$ cat src/rtl/clk_rst_seq.sv
// Reset and clock-enable sequencer for the MMCM output domain: qualifies `locked`,
// releases channel resets in staggered order and runs one clock-enable divider per channel.
module clk_rst_seq #(
    parameter int NUM_CH        = 4,
    parameter int STABLE_CYCLES = 256,
    parameter int STAGGER       = 16,
    parameter int DIV_W         = 8,
    parameter int CNT_W         = 8
) (
    input  logic                      clk,
    input  logic                      rst,
    input  logic                      locked_in,
    input  logic [NUM_CH*DIV_W-1:0]   div_ratio,
    output logic [NUM_CH-1:0]         rst_out,
    output logic [NUM_CH-1:0]         ce_out,
    output logic                      ready,
    output logic [CNT_W-1:0]          lock_loss_cnt,
    output logic [1:0]                state
);

    localparam int SW = (STABLE_CYCLES > 1) ? $clog2(STABLE_CYCLES) : 1;
    localparam int GW = (STAGGER > 1) ? $clog2(STAGGER) : 1;
    localparam int IW = $clog2(NUM_CH + 1);

    typedef enum logic [1:0] {
        WAIT_LOCK = 2'd0,
        STABLE    = 2'd1,
        RELEASE   = 2'd2,
        RUN       = 2'd3
    } state_t;

    state_t              state_r;
    logic [1:0]          sync_r;
    logic                locked_s;
    logic [SW-1:0]       stable_cnt_r;
    logic [GW-1:0]       stag_cnt_r;
    logic [IW-1:0]       idx_r;
    logic [NUM_CH-1:0]   rst_out_r;
    logic                ready_r;
    logic [CNT_W-1:0]    loss_cnt_r;
    logic                lock_lost_s;
    logic                release_s;
    logic [NUM_CH-1:0]   rel_vec_s;

    assign locked_s      = sync_r[1];
    assign rst_out       = rst_out_r;
    assign ready         = ready_r;
    assign lock_loss_cnt = loss_cnt_r;
    assign state         = state_r;

    // Two-flop synchroniser for the asynchronous MMCM locked flag
    always_ff @(posedge clk) begin
        if (rst) begin
            sync_r <= 2'b00;
        end else begin
            sync_r <= {sync_r[0], locked_in};
        end
    end

    // Lock-loss and per-channel release strobes; lock loss suppresses any release
    always_comb begin
        lock_lost_s = 1'b0;
        release_s   = 1'b0;
        rel_vec_s   = '0;
        if ((state_r == RELEASE) || (state_r == RUN)) begin
            lock_lost_s = ~locked_s;
        end else begin
            lock_lost_s = 1'b0;
        end
        if ((state_r == RELEASE) && locked_s && (stag_cnt_r == GW'(STAGGER - 1))
            && (idx_r != IW'(NUM_CH))) begin
            release_s = 1'b1;
        end else begin
            release_s = 1'b0;
        end
        for (int i = 0; i < NUM_CH; i++) begin
            rel_vec_s[i] = release_s && (idx_r == IW'(i));
        end
    end

    // Sequencer FSM with registered reset, ready and lock-loss outputs
    always_ff @(posedge clk) begin
        if (rst) begin
            state_r      <= WAIT_LOCK;
            stable_cnt_r <= '0;
            stag_cnt_r   <= '0;
            idx_r        <= '0;
            rst_out_r    <= '1;
            ready_r      <= 1'b0;
            loss_cnt_r   <= '0;
        end else if (lock_lost_s) begin
            state_r    <= WAIT_LOCK;
            rst_out_r  <= '1;
            ready_r    <= 1'b0;
            stag_cnt_r <= '0;
            idx_r      <= '0;
            if (loss_cnt_r != {CNT_W{1'b1}}) begin
                loss_cnt_r <= loss_cnt_r + CNT_W'(1);
            end else begin
                loss_cnt_r <= loss_cnt_r;
            end
        end else begin
            case (state_r)
                WAIT_LOCK: begin
                    rst_out_r    <= '1;
                    ready_r      <= 1'b0;
                    stable_cnt_r <= '0;
                    if (locked_s) begin
                        state_r <= STABLE;
                    end else begin
                        state_r <= WAIT_LOCK;
                    end
                end
                STABLE: begin
                    if (!locked_s) begin
                        state_r <= WAIT_LOCK;
                    end else if (stable_cnt_r == SW'(STABLE_CYCLES - 1)) begin
                        state_r    <= RELEASE;
                        stag_cnt_r <= '0;
                        idx_r      <= '0;
                    end else begin
                        stable_cnt_r <= stable_cnt_r + SW'(1);
                    end
                end
                RELEASE: begin
                    if (idx_r == IW'(NUM_CH)) begin
                        state_r <= RUN;
                        ready_r <= 1'b1;
                    end else if (release_s) begin
                        rst_out_r  <= rst_out_r & ~rel_vec_s;
                        idx_r      <= idx_r + IW'(1);
                        stag_cnt_r <= '0;
                    end else begin
                        stag_cnt_r <= stag_cnt_r + GW'(1);
                    end
                end
                RUN: begin
                    ready_r <= 1'b1;
                end
                default: begin
                    state_r   <= WAIT_LOCK;
                    rst_out_r <= '1;
                    ready_r   <= 1'b0;
                end
            endcase
        end
    end

    for (genvar i = 0; i < NUM_CH; i++) begin : g_ch
        logic [DIV_W-1:0] ratio_r;
        logic [DIV_W-1:0] cnt_r;
        logic [DIV_W-1:0] period_m1_s;
        logic             ce_r;

        assign ce_out[i] = ce_r;

        // Terminal count of the divider; a zero ratio behaves like one
        always_comb begin
            if (ratio_r == '0) begin
                period_m1_s = '0;
            end else begin
                period_m1_s = ratio_r - DIV_W'(1);
            end
        end

        // Divider: first pulse on the release edge, ratio re-sampled on every pulse
        always_ff @(posedge clk) begin
            if (rst || lock_lost_s) begin
                cnt_r   <= '0;
                ce_r    <= 1'b0;
                ratio_r <= '0;
            end else if (rel_vec_s[i]) begin
                cnt_r   <= '0;
                ce_r    <= 1'b1;
                ratio_r <= div_ratio[i*DIV_W +: DIV_W];
            end else if (rst_out_r[i]) begin
                cnt_r   <= '0;
                ce_r    <= 1'b0;
                ratio_r <= ratio_r;
            end else if (cnt_r == period_m1_s) begin
                cnt_r   <= '0;
                ce_r    <= 1'b1;
                ratio_r <= div_ratio[i*DIV_W +: DIV_W];
            end else begin
                cnt_r   <= cnt_r + DIV_W'(1);
                ce_r    <= 1'b0;
                ratio_r <= ratio_r;
            end
        end
    end

endmodule

$ cat config.mk
export PLATFORM = sky130hd
export DESIGN_NAME = clk_rst_seq
export DESIGN_NICKNAME = d
export VERILOG_FILES = /design/src/rtl/clk_rst_seq.sv
export SDC_FILE = /design/constraint.sdc
export NUM_CORES = 1
export LEC_CHECK = 0
export BUFFER_PORTS_ARGS = -buffer_cell sky130_fd_sc_hd__clkbuf_2
export CAP_MARGIN = 10
export CORE_ASPECT_RATIO = 0.8
export CORE_UTILIZATION = 24
export DETAILED_ROUTE_END_ITERATION = 16
export GPL_TIMING_DRIVEN = 0
export PLACE_DENSITY = 0.36
export SYNTH_ARGS = -nofsm -noshare
export SYNTH_HDL_FRONTEND = slang
export SYNTH_SLANG_ARGS = --single-unit
$ cat constraint.sdc
create_clock -name clk -period 4.1 [get_ports clk]
set_input_delay 0.41 -clock clk [delete_from_list [all_inputs] [get_ports clk]]
set_output_delay 0.41 -clock clk [all_outputs]
set_load 0.01 [all_outputs]
==> results.txt, run 1 <==
- Number of vias after detailed routing: 4685
- The congestion estimate from routability-driven global placement came to 0.7810.
* Crit path launch type: register
- Post-CTS timing repair inserted 0 buffers for setup.
- The placed instances occupy a cell area of 0.006096 sq mm.
- Core area: 0.02192 sq mm
- Number of sinks handled by clock tree synthesis: 100
* Initial standard-cell utilization of the core: 0.2489
* Hold buffers post-CTS: 0
- STA puts the critical path data required time at 4310 ps.
- The synthesized design spends more area on one cell type than any other, namely sky130_fd_sc_hd__dfxtp_1.
- After the last flow step, the layout net total stands at 779.
- Pwr/cell area: 297.5 mW/mm^2
* Lkg Pwr: 2.601 nW
- Synth top area share: 0.3670
- Clock latency on the worst-skew pair, taken at its later pin, is 360 ps.
* Critical path endpoint category: register
* Critical path capture point: g_ch[2].ratio_r[7]$_SDFFE_PP0P_
- For this run, the leading register cell type out of synthesis is sky130_fd_sc_hd__dfxtp_1.
* Final number of hold-violating endpoints: 0
* Clock-pin slew on the worst setup and hold paths: 80 ps
* Worst Hold Margin: 269.0 ps
- The longest clock path from root to sink contains 2 buffers.
- Largest fanout on the critical path: 9
* Actual transition at the worst max-transition pin: 825.8 ps
- Count of buffers from port buffering: 53
* Vias in the first global route: 4425
- For this block, the initial DRC count from the detailed router was 187.
- Fraction of layout instances using a drive strength above 1: 0.1264
- Length of the first detailed-routing pass in iterations: 4
* Fraction of registers with async set or reset after synthesis: 0
- The first global-routing pass estimated 22.66 mm of wire.
* Result of the run: finished clean
- In the final timing run, aggregate negative setup slack is 0 ps.
- For the final database, setup skew stands at 12.18 ps.
- In the routed design, unresolved DRC markers number 0.
- Internal reg-to-reg setup slack: 970 ps
* Launch point of the worst path: g_ch[2].ratio_r[0]$_SDFFE_PP0P_
* Die Y: 136.9 microns
* Commonest cells in the synthesized netlist: sky130_fd_sc_hd__dfxtp_1 (100), sky130_fd_sc_hd__nand2_1 (96), sky130_fd_sc_hd__nor2_1 (74)
- Post-synthesis cell area: 0.005455 sq mm
* Yosys synthesis warning count: 0
* Fin worst setup slack: 973.3 ps
- Measured against its own limit, the worst slew margin works out to 0.4452.
- Synthesis handed over a netlist of 659 instances.
- CTS placed an instance of sky130_fd_sc_hd__clkbuf_16 at the clock tree root.
- Number of distinct standard cells referenced by the synthesized netlist: 63
- Across every metal layer, demand over resource in global routing totals 0.1242.
- Post-route fraction of the period consumed by the critical path: 0.7626
- Setup violations remaining at the end of the flow were counted as 0.
- The routed design could run at a clock period as short as 3127 ps.
- Using the TritonRoute via totals, the vias-per-cell ratio works out to 4.557.
- CTS tree: done
- Measured in cells, the most critical reg-to-reg path has a length of 10.
- Unrepaired setup endpoints after global routing: false
- Max-cap viol count: 0
- Minimum setup slack after placement: 673.2 ps
- Syn_nets: 714
- Row count: 48
- Initial antenna violation count: 0
- Peak supply drop: 174.9 uV
* FF-to-FF End: g_ch[2].ratio_r[7]$_SDFFE_PP0P_
- Based on the critical path, the design can be clocked at up to 319.8 MHz.
- Design Area, Final: 0.006392 sq mm
- The setup path with the least slack is of type register to register.
* Total wire length: 13.61 mm
* Worst EP arrival: 3340 ps
* Post-cts gate resize count: 0
* Pins over their slew limit: 0
- Number of enable flip-flop cells after synthesis: 0
* FF+latch count, synth: 100
- Yosys instantiated no cell more often than sky130_fd_sc_hd__dfxtp_1.
* Antenna diode instance count: 0
- In this run the remaining antenna-violating nets after routing total 0.
- Die span in x: 170.6 microns
- The floorplan step defined a die boundary enclosing 0.02334 sq mm.
- FF-to-FF Start: g_ch[2].ratio_r[0]$_SDFFE_PP0P_
* Sequential fraction of the synthesis area: 0.3670
* Final global-route overflow total: 0
* Area contributors post-synth: sky130_fd_sc_hd__dfxtp_1 (37%), sky130_fd_sc_hd__mux2i_1 (7.7%), sky130_fd_sc_hd__nand2_1 (6.6%), sky130_fd_sc_hd__xor2_1 (5.3%), sky130_fd_sc_hd__nor2_1 (5.1%)
- Mapped Avg Cell Area: 8.278 sq um
- Worst Hold Class: input port to register
- Core utilization of the finished layout: 0.2916
* I/O pin cnt: 54
* Sum of net half-perimeters after detailed placement: 10.20 mm
- After detailed routing, the average wire length per cell comes to 13.23 microns.
* Pin count of the biggest net entering global routing: 17
- H-tree depth: 3
- Cts bufs inserted: 9
- Growth of design area from synthesis to finish: 17.18%
-- worst min path at each step --
stage	from	end	cells past startpoint
detailed placement	sync_r[0]$_SDFF_PP0_	sync_r[1]$_SDFF_PP0_	1
finish	locked_in	sync_r[0]$_SDFF_PP0_	2
global route	locked_in	sync_r[0]$_SDFF_PP0_	2
CTS	locked_in	sync_r[0]$_SDFF_PP0_	2
floorplan	sync_r[0]$_SDFF_PP0_	sync_r[1]$_SDFF_PP0_	1
global placement	sync_r[0]$_SDFF_PP0_	sync_r[1]$_SDFF_PP0_	1
-- through the flow --
| step | power (mW) | instances |
|---|---|---|
| floorplan | 1.026 | 659 |
| finish | 1.902 | 1028 |
| global route | 1.981 | 1028 |
| global placement | 1.058 | 1012 |
| detailed placement | 1.059 | 1012 |
| CTS | 1.942 | 1027 |
-- kinds of logic (layout without fill, tap and decap cells) --
kind of cell	after synthesis	count (layout)	synth area share
compound gates	84	84	0.1039
xor+xnor	60	60	0.09633
fa+ha+maj	20	20	0.04587
buf+inv	52	121	0.04014
flops	100	100	0.3670
mux	43	43	0.07913
simple gates	300	300	0.2677
-- cell usage in the layout, fill, tap and decap left out, drive strengths merged, types with 4 or more instances in the layout --
cell type,count
and3,12
a211oi,5
o31ai,4
nor4,7
ha,20
a21oi,20
or3,6
dfxtp,100
nand2,96
xnor2,27
buf,7
xor2,33
nand4,10
and2,5
or3b,4
inv,26
nand3,28
nor3b,7
a21o,4
o21ai,17
or4,9
nor2b,6
clkbuf,82
nor2,74
nor3,20
o21a,6
mux2i,42
-- layer usage --
| layer | track usage | part of all wire | vias to the layer above |
|---|---|---|---|
| met5 | 0 | 0 | - |
| met4 | 0.03303 | 0.010 | 0 |
| met3 | 0.02863 | 0.031 | 11 |
| met2 | 0.1934 | 0.43 | 55 |
| met1 | 0.1710 | 0.53 | 2205 |
| li1 | - | - | 2414 |
-- worst max-delay path, cell delays in order, from the launching register on --
cell and delay, ps:
sky130_fd_sc_hd__dfxtp_1 360, sky130_fd_sc_hd__inv_1 70, sky130_fd_sc_hd__ha_1 220, sky130_fd_sc_hd__nor3b_1 640, sky130_fd_sc_hd__a21boi_0 250, sky130_fd_sc_hd__nor3_1 180
sky130_fd_sc_hd__o221ai_1 140, sky130_fd_sc_hd__nor4_1 430, sky130_fd_sc_hd__a21oi_1 140, sky130_fd_sc_hd__clkbuf_1 350, sky130_fd_sc_hd__mux2i_1 210
-- layout make-up --
class	instances	area (sq um)
Timing Repair Buffer	54	270.3
Clock inverter	6	66.31
Tap cell	300	375.4
Sequential cell	100	2002
Buffer	26	121.4
Inverter	26	97.59
Fill cell	2368	15530
Multi-Input combinational cell	507	3234
Clock buffer	9	225.2
-- flip-flops by register name (all words and copies together) (netlist names), 2 cells and up --
register and cells:
g_ch.cnt_r 32, g_ch.ratio_r 32, lock_loss_cnt 8, stable_cnt_r 8
g_ch.ce_r 4, rst_out 4, stag_cnt_r 4, idx_r 3
state 2, sync_r 2
-- power breakdown --
| part | switching, mW | internal (mW) | total (mW) |
|---|---|---|---|
| logic | 0.0372 | 0.0232 | 0.0604 |
| registers | 0.00191 | 0.972 | 0.974 |
| clock network | 0.397 | 0.470 | 0.867 |
| total | 0.436 | 1.47 | 1.90 |
Note: power is estimated with default switching activity, not from simulation.
==> inputs of run 2 (changes only) <==
Settings changed: PLACE_DENSITY 0.36 to 0.38.
Clock period 4.1 ns to 2.61 ns, I/O delays scaled along.
==> run 2 against run 1 <==
Effect of this change:
- the flow now finishes with violations (negative setup slack)
- sequential share of layout area decreased by 1.4 points
- via count decreased by 0.21%
- clock skew decreased by 8.2 ps
- die area unchanged
- sequential power increased by 57%
- first-iteration DRC count increased by 14%
- global-route usage increased by 0.28 points
- largest cell class unchanged
==> results.txt, run 2 (synthesized netlist as in run 1, its figures left out) <==
- Routability congestion estimate: 0.8111
- Setup slack on the critical path of the routed design comes to -142.5 ps.
- Worst EP arrival: 2990 ps
- Of the total power, combinational logic draws 0.033.
* Max-cap viol count: 0
- Average detailed-routed wire length per instance: 13.71 microns
* Die span in x: 170.6 microns
- Most frequent standard cell in the layout excluding fill and tap cells: sky130_fd_sc_hd__nand2_1
* Net load switching power: 0.6365 mW
- In the global route stage, met1 resource usage came out at 0.1713.
- CTS tree: done
- Pin placement for this block handled 54 I/O pins.
- After layout, the design draws a total of 2.964 mW.
- Between clock sinks in the finished design, the worst skew comes to 3.962 ps.
- The library cells used most frequently in the layout, excluding fill and tap cells, are sky130_fd_sc_hd__nand2_1 (96), sky130_fd_sc_hd__dfxtp_1 (91), sky130_fd_sc_hd__nor2_1 (72).
- The clock reaches the later pin of the worst-skew pair after 350 ps.
* Pins over their slew limit: 0
* Min Clock Period, post-route: 2752 ps
- Summing all non-filler instances in the final layout gives an area of 0.006736 sq mm.
- In this run the tightest slew margin relative to its limit is 0.5234.
* Result of the run: finished with violations
* Fraction of met2 tracks used by global routing: 0.1959
- The worst setup path is captured at a register.
* Unrepaired setup endpoints after global routing: true
* Clock root buffer: sky130_fd_sc_hd__clkbuf_16
- Input and output buffers added on the ports amount to 53.
* Part of the power in registers: 0.515
* Post-route fraction of the period consumed by the critical path: 1.055
- For this run, design rule violations remaining after detail routing come to 0.
* Worst setup path class: register to register
* Instance area after placement: 0.006118 sq mm
- Met3 Track Usage GR: 0.03181
* Die area: 0.02334 sq mm
* Crit path launch type: register
* Hold buffers post-CTS: 0
* Largest fanout on the critical path: 7
* Antenna diode instance count: 0
- Clock-pin slew on the worst setup and hold paths: 70 ps
* Number of sinks handled by clock tree synthesis: 100
* Iteration-0 DRC count of the detailed router: 214
- Upper clock frequency limit: 363.3 MHz
- Fraction of layout instances using a drive strength above 1: 0.1938
* Detail Route Antenna Nets: 0
- First-pass GRT wire length: 23.00 mm
* Length of the first detailed-routing pass in iterations: 4
- Die Y: 136.9 microns
- Maximum number of buffers from clock root to sink: 2
- For this run the aggregate overflow at the end of global routing stands at 0.
- Initial standard-cell utilization of the core: 0.2489
* Vias in the first global route: 4459
- The checks that failed: negative setup slack.
- Pin count of the biggest net entering global routing: 15
- Detailed placement finished with a half-perimeter wire length of 10.50 mm.
- Layer carrying the most global-route usage: met2
- Row count: 48
* Core area: 0.02192 sq mm
- The detailed router placed 4675 vias in this run.
* Final setup violation count: 17
- Using the TritonRoute via totals, the vias-per-cell ratio works out to 4.504.
* Final layout net count: 789
- Pwr/cell area: 440.0 mW/mm^2
- Worst Hold Class: input port to register
* P_int: 2.328 mW
- Across every metal layer, demand over resource in global routing totals 0.1270.
- The H-tree generated during clock tree synthesis spans 3 levels.
- Cts bufs inserted: 9
* Growth of design area from synthesis to finish: 23.49%
- The hold violation total from the final report is 0.
- Largest registers: g_ch.cnt_r (32), g_ch.ratio_r (32)
- The routed design has 14.23 mm of wire.
- STA puts the critical path data required time at 2840 ps.
- Lkg Pwr: 2.776 nW
- Across the VDD grid, the largest voltage drop is 285.4 uV.
* Initial antenna violation count: 0
- The share of total power dissipated in the clock network is 0.452.
* Fraction of power spent switching nets: 0.2147
* Actual transition at the worst max-transition pin: 715.0 ps
[run 2: cell type report]
cell class | instances | area, sq um
timing repair buffer | 66 | 370.4
clock buffer | 13 | 250.2
clock inverter | 2 | 35.03
sequential | 100 | 2018
buffer | 24 | 130.1
inverter | 26 | 97.59
tap | 300 | 375.4
fill | 2321 | 15180
multi-input combinational | 507 | 3460
[run 2: critical path, stage by stage (launching register included)]
cell and delay, ps:
sky130_fd_sc_hd__dfxtp_2 360, sky130_fd_sc_hd__or4_4 540, sky130_fd_sc_hd__or2_4 310, sky130_fd_sc_hd__a221oi_4 250, sky130_fd_sc_hd__o211ai_1 120, sky130_fd_sc_hd__or4_4 570
sky130_fd_sc_hd__o21a_1 220, sky130_fd_sc_hd__buf_6 150, sky130_fd_sc_hd__mux2i_1 110
[run 2: final timing paths]
kind	start	end	slack [ps]	cells past startpoint
setup / recovery	g_ch[0].ratio_r[4]$_SDFFE_PP0P_	g_ch[0].ratio_r[0]$_SDFFE_PP0P_	-140	8
hold / removal	locked_in	sync_r[0]$_SDFF_PP0_	130	2
setup reg to reg	g_ch[0].ratio_r[4]$_SDFFE_PP0P_	g_ch[0].ratio_r[0]$_SDFFE_PP0P_	-140	8
hold reg to reg	sync_r[0]$_SDFF_PP0_	sync_r[1]$_SDFF_PP0_	460	1
[run 2: layer usage]
layer	wire, microns	vias up	share of wire
met5	0	-	0
met4	228	0	0.016
met3	542	15	0.038
met2	6096	51	0.43
met1	7364	2182	0.52
li1	-	2427	-
[run 2: power groups by stage]
stage / combinational (mW) / sequential, mW / clock, mW
after floorplan: 0.0463 / 1.56 / 0
after global placement: 0.0985 / 1.57 / 0
after detailed placement: 0.0987 / 1.57 / 0
after CTS: 0.100 / 1.53 / 1.40
after global routing: 0.111 / 1.53 / 1.45
final: 0.0970 / 1.53 / 1.34
[run 2: timing repair]
action | in CTS | in global routing
endpoints found under the setup margin | 69 | 76
cloned | 1 | 0
gates resized for setup | 33 | 28
pin swaps | 11 | 9
setup buffers | 10 | 2
[run 2: per-stage QoR]
step	worst slack, ps	hold WS, ps	util	cells	setup TNS [ps]
finish	-142.5	129.8	0.3073	1038	-1803
global route	-211.3	129.1	0.3073	1038	-4051
CTS	-147.7	115.3	0.3018	1038	-1875
detailed placement	-560.8	452.7	0.2791	1012	-22550
global placement	-476.0	439.5	0.2791	1012	-19360
floorplan	3.434	389.2	-	659	0
==> inputs of run 3 (changes only) <==
Settings changed: SLEW_MARGIN from default to 20.
Clock period 2.61 ns to 2.25 ns, I/O delays scaled along.
==> run 3 against run 2 <==
Effect of this change:
- the run still ends with negative setup slack left
- maximum frequency barely moved
- combinational power increased by 22%
- register-to-register slack got worse by 360 ps
- die area unchanged
- critical endpoint is now g_ch[0].ratio_r[4]$_SDFFE_PP0P_
==> results.txt, run 3 (synthesized netlist as in run 1, its figures left out) <==
- For this run, the detailed router's first-pass iteration total came to 5.
- Fraction of layout instances using a drive strength above 1: 0.2886
* Number of sinks handled by clock tree synthesis: 100
- Worst Clk Skew: 12.07 ps
* Clock-pin slew on the worst setup and hold paths: 80 ps
- Most frequent cells in the layout: sky130_fd_sc_hd__nand2_1 (95), sky130_fd_sc_hd__dfxtp_1 (83), sky130_fd_sc_hd__nor2_1 (59)
- At the later pin of the worst-skew pair, clock insertion delay measures 350 ps.
* Highest routing layer actually used: met4
- H-tree depth: 3
* Post-route fraction of the period consumed by the critical path: 1.224
* Max-cap viol count: 0
- Row count: 48
* Worst setup path class: register to register
* Worst EP arrival: 2990 ps
* CTS tree: done
- In the routed layout, each cell is associated on average with a via count of 4.530.
* Pin count of the biggest net entering global routing: 18
* Pins over their slew limit: 0
- For this run the aggregate overflow at the end of global routing stands at 0.
- The die is 136.9 microns tall.
- For this design the static power due to leakage is 2.917 nW.
- Across all setup checks in the final design, the least slack found is -503.0 ps.
- Final layout net count: 802
- Setup violations remaining at the end of the flow were counted as 59.
* Min Clock Period, post-route: 2753 ps
- Setup repair after global routing could not meet its margin everywhere.
* Launch point of the worst path: g_ch[0].ratio_r[0]$_SDFFE_PP0P_
- Tightest slew margin relative to the limit: 0.6473
- The total area inside the core boundary comes to 0.02192 sq mm.
- Total wire length: 14.16 mm
- The number of antenna diodes in the final layout is 0.
* Sum of net half-perimeters after detailed placement: 9.995 mm
- The hold violation total from the final report was 0.
- Total met3 wirelength after detailed routing: 533 microns
* Peak supply drop: 359.7 uV
- Pwr/cell area: 500.6 mW/mm^2
- In this run the remaining antenna-violating nets after routing total 0.
- Worst Hold Class: input port to register
- Initial antenna violation count: 0
- The worst register-to-register path begins at g_ch[0].ratio_r[0]$_SDFFE_PP0P_.
- The filler cells instantiated in the layout total 2293.
* Upper clock frequency limit: 363.2 MHz
- Critical path endpoint category: register
* DRC violation count after routing: 0
- The die covers 0.02334 sq mm.
* Hold_sp: div_ratio[17]
- Growth of design area from synthesis to finish: 31.93%
- The number of global-route vias before repair came to 4526.
- Crit path launch type: register
- The die is 170.6 microns wide.
- At the worst endpoint, the required time is 2490 ps.
- Clock tree synthesis selected as its root buffer the cell sky130_fd_sc_hd__clkbuf_16.
- Routability congestion estimate: 0.7817
* Most frequent standard cell in the layout excluding fill and tap cells: sky130_fd_sc_hd__nand2_1
- The final reports fail on negative setup slack.
- Initial standard-cell utilization of the core: 0.2489
* Actual transition at the worst max-transition pin: 529.1 ps
- Total power for the finished layout comes to 3.603 mW.
- Wire segments on met2 add up to 6.153 mm in the final route.
- The largest registers in the layout are g_ch.cnt_r (32), g_ch.ratio_r (32).
- The count of buffers added on input and output ports is 53.
- Sequential cell area in the final layout: 0.002046 sq mm
* Average detailed-routed wire length per instance: 13.46 microns
- First-pass GRT wire length: 23.03 mm
* Minimum setup slack after placement: -558.9 ps
- Cts bufs inserted: 9
- The clock passes through at most 2 buffers.
- For this design the top-level I/O count stands at 54.
* Global-route usage over all layers: 0.1263
* Number of vias after detailed routing: 4766
* Iteration-0 DRC count of the detailed router: 225
- The detailed router put a total of 7.305 mm of wire on met1.
- The multi-input combinational cells in the finished layout cover a total of 0.003685 sq mm.
- Largest fanout on the critical path: 5
- Result of the run: finished with violations
run 3: changes by cell type in the layout (fill, tap and decap cells not counted), sizes merged:
cell	before	now
inv	26	29
clkinv	1	2
clkbuf	83	74
buf	20	38
bufinv	1	2
run 3: timing repair:
action	in CTS	in global routing
cloned	3	0
buffers inserted	21	9
setup endpoints to repair	80	80
pin swaps	20	27
hold buffers	0	0
resized for setup	80	52
run 3: path summary, 6_finish.rpt:
check	endpoint	slack, ps	cells after the start
min	g_ch[2].ratio_r[1]$_SDFFE_PP0P_	80	3
max reg2reg	g_ch[0].ratio_r[4]$_SDFFE_PP0P_	-500	10
max	g_ch[0].ratio_r[4]$_SDFFE_PP0P_	-500	10
min reg2reg	sync_r[1]$_SDFF_PP0_	440	1
run 3: area by class of cell:
| cell class | count | area share |
|---|---|---|
| plain buffers | 20 | 0.01791 |
| clock buffers | 9 | 0.03129 |
| clock inverters | 7 | 0.01339 |
| inverters | 26 | 0.01495 |
| multi-input cells | 507 | 0.5120 |
| flip-flops and latches | 100 | 0.2842 |
| well taps | 300 | 0.05216 |
| repair buffers | 83 | 0.07406 |
run 3: report_power, final:
part	internal [mW]	switching [mW]	total (mW)
combinational	0.0470	0.0705	0.118
clock	0.984	0.737	1.72
sequential	1.76	0.00349	1.76
total	2.79	0.811	3.60
run 3: stage by stage:
stage / setup TNS [ps] / util / hold WS (ps) / area, sq um / cells
6_report: -13530 / 0.3283 / 80.56 / 7197 / 1052
5_1_grt: -19140 / 0.3283 / 85.42 / 7197 / 1052
4_1_cts: -13630 / 0.3186 / 66.01 / 6983 / 1048
3_5_place_dp: -28790 / 0.2831 / 432.2 / 6206 / 1012
3_3_place_gp: -27270 / 0.2831 / 423.0 / 6206 / 1012
2_1_floorplan: -5918 / - / 353.2 / 5565 / 659
run 3: routing by layer:
| metal | global-route usage | vias to the layer above |
|---|---|---|
| li1 | - | 2456 |
| met1 | 0.1735 | 2234 |
| met2 | 0.1955 | 66 |
| met3 | 0.02863 | 10 |
| met4 | 0.03854 | 0 |
| met5 | 0 | - |
run 3: critical path, cell delays in order, from the launching register on:
cell and delay, ps:
sky130_fd_sc_hd__dfxtp_4 360, sky130_fd_sc_hd__inv_4 60, sky130_fd_sc_hd__ha_4 140, sky130_fd_sc_hd__or3b_4 380, sky130_fd_sc_hd__or2_4 280, sky130_fd_sc_hd__a311oi_2 230
sky130_fd_sc_hd__o211ai_1 130, sky130_fd_sc_hd__or4_4 560, sky130_fd_sc_hd__o21a_1 220, sky130_fd_sc_hd__buf_6 150, sky130_fd_sc_hd__mux2i_1 120
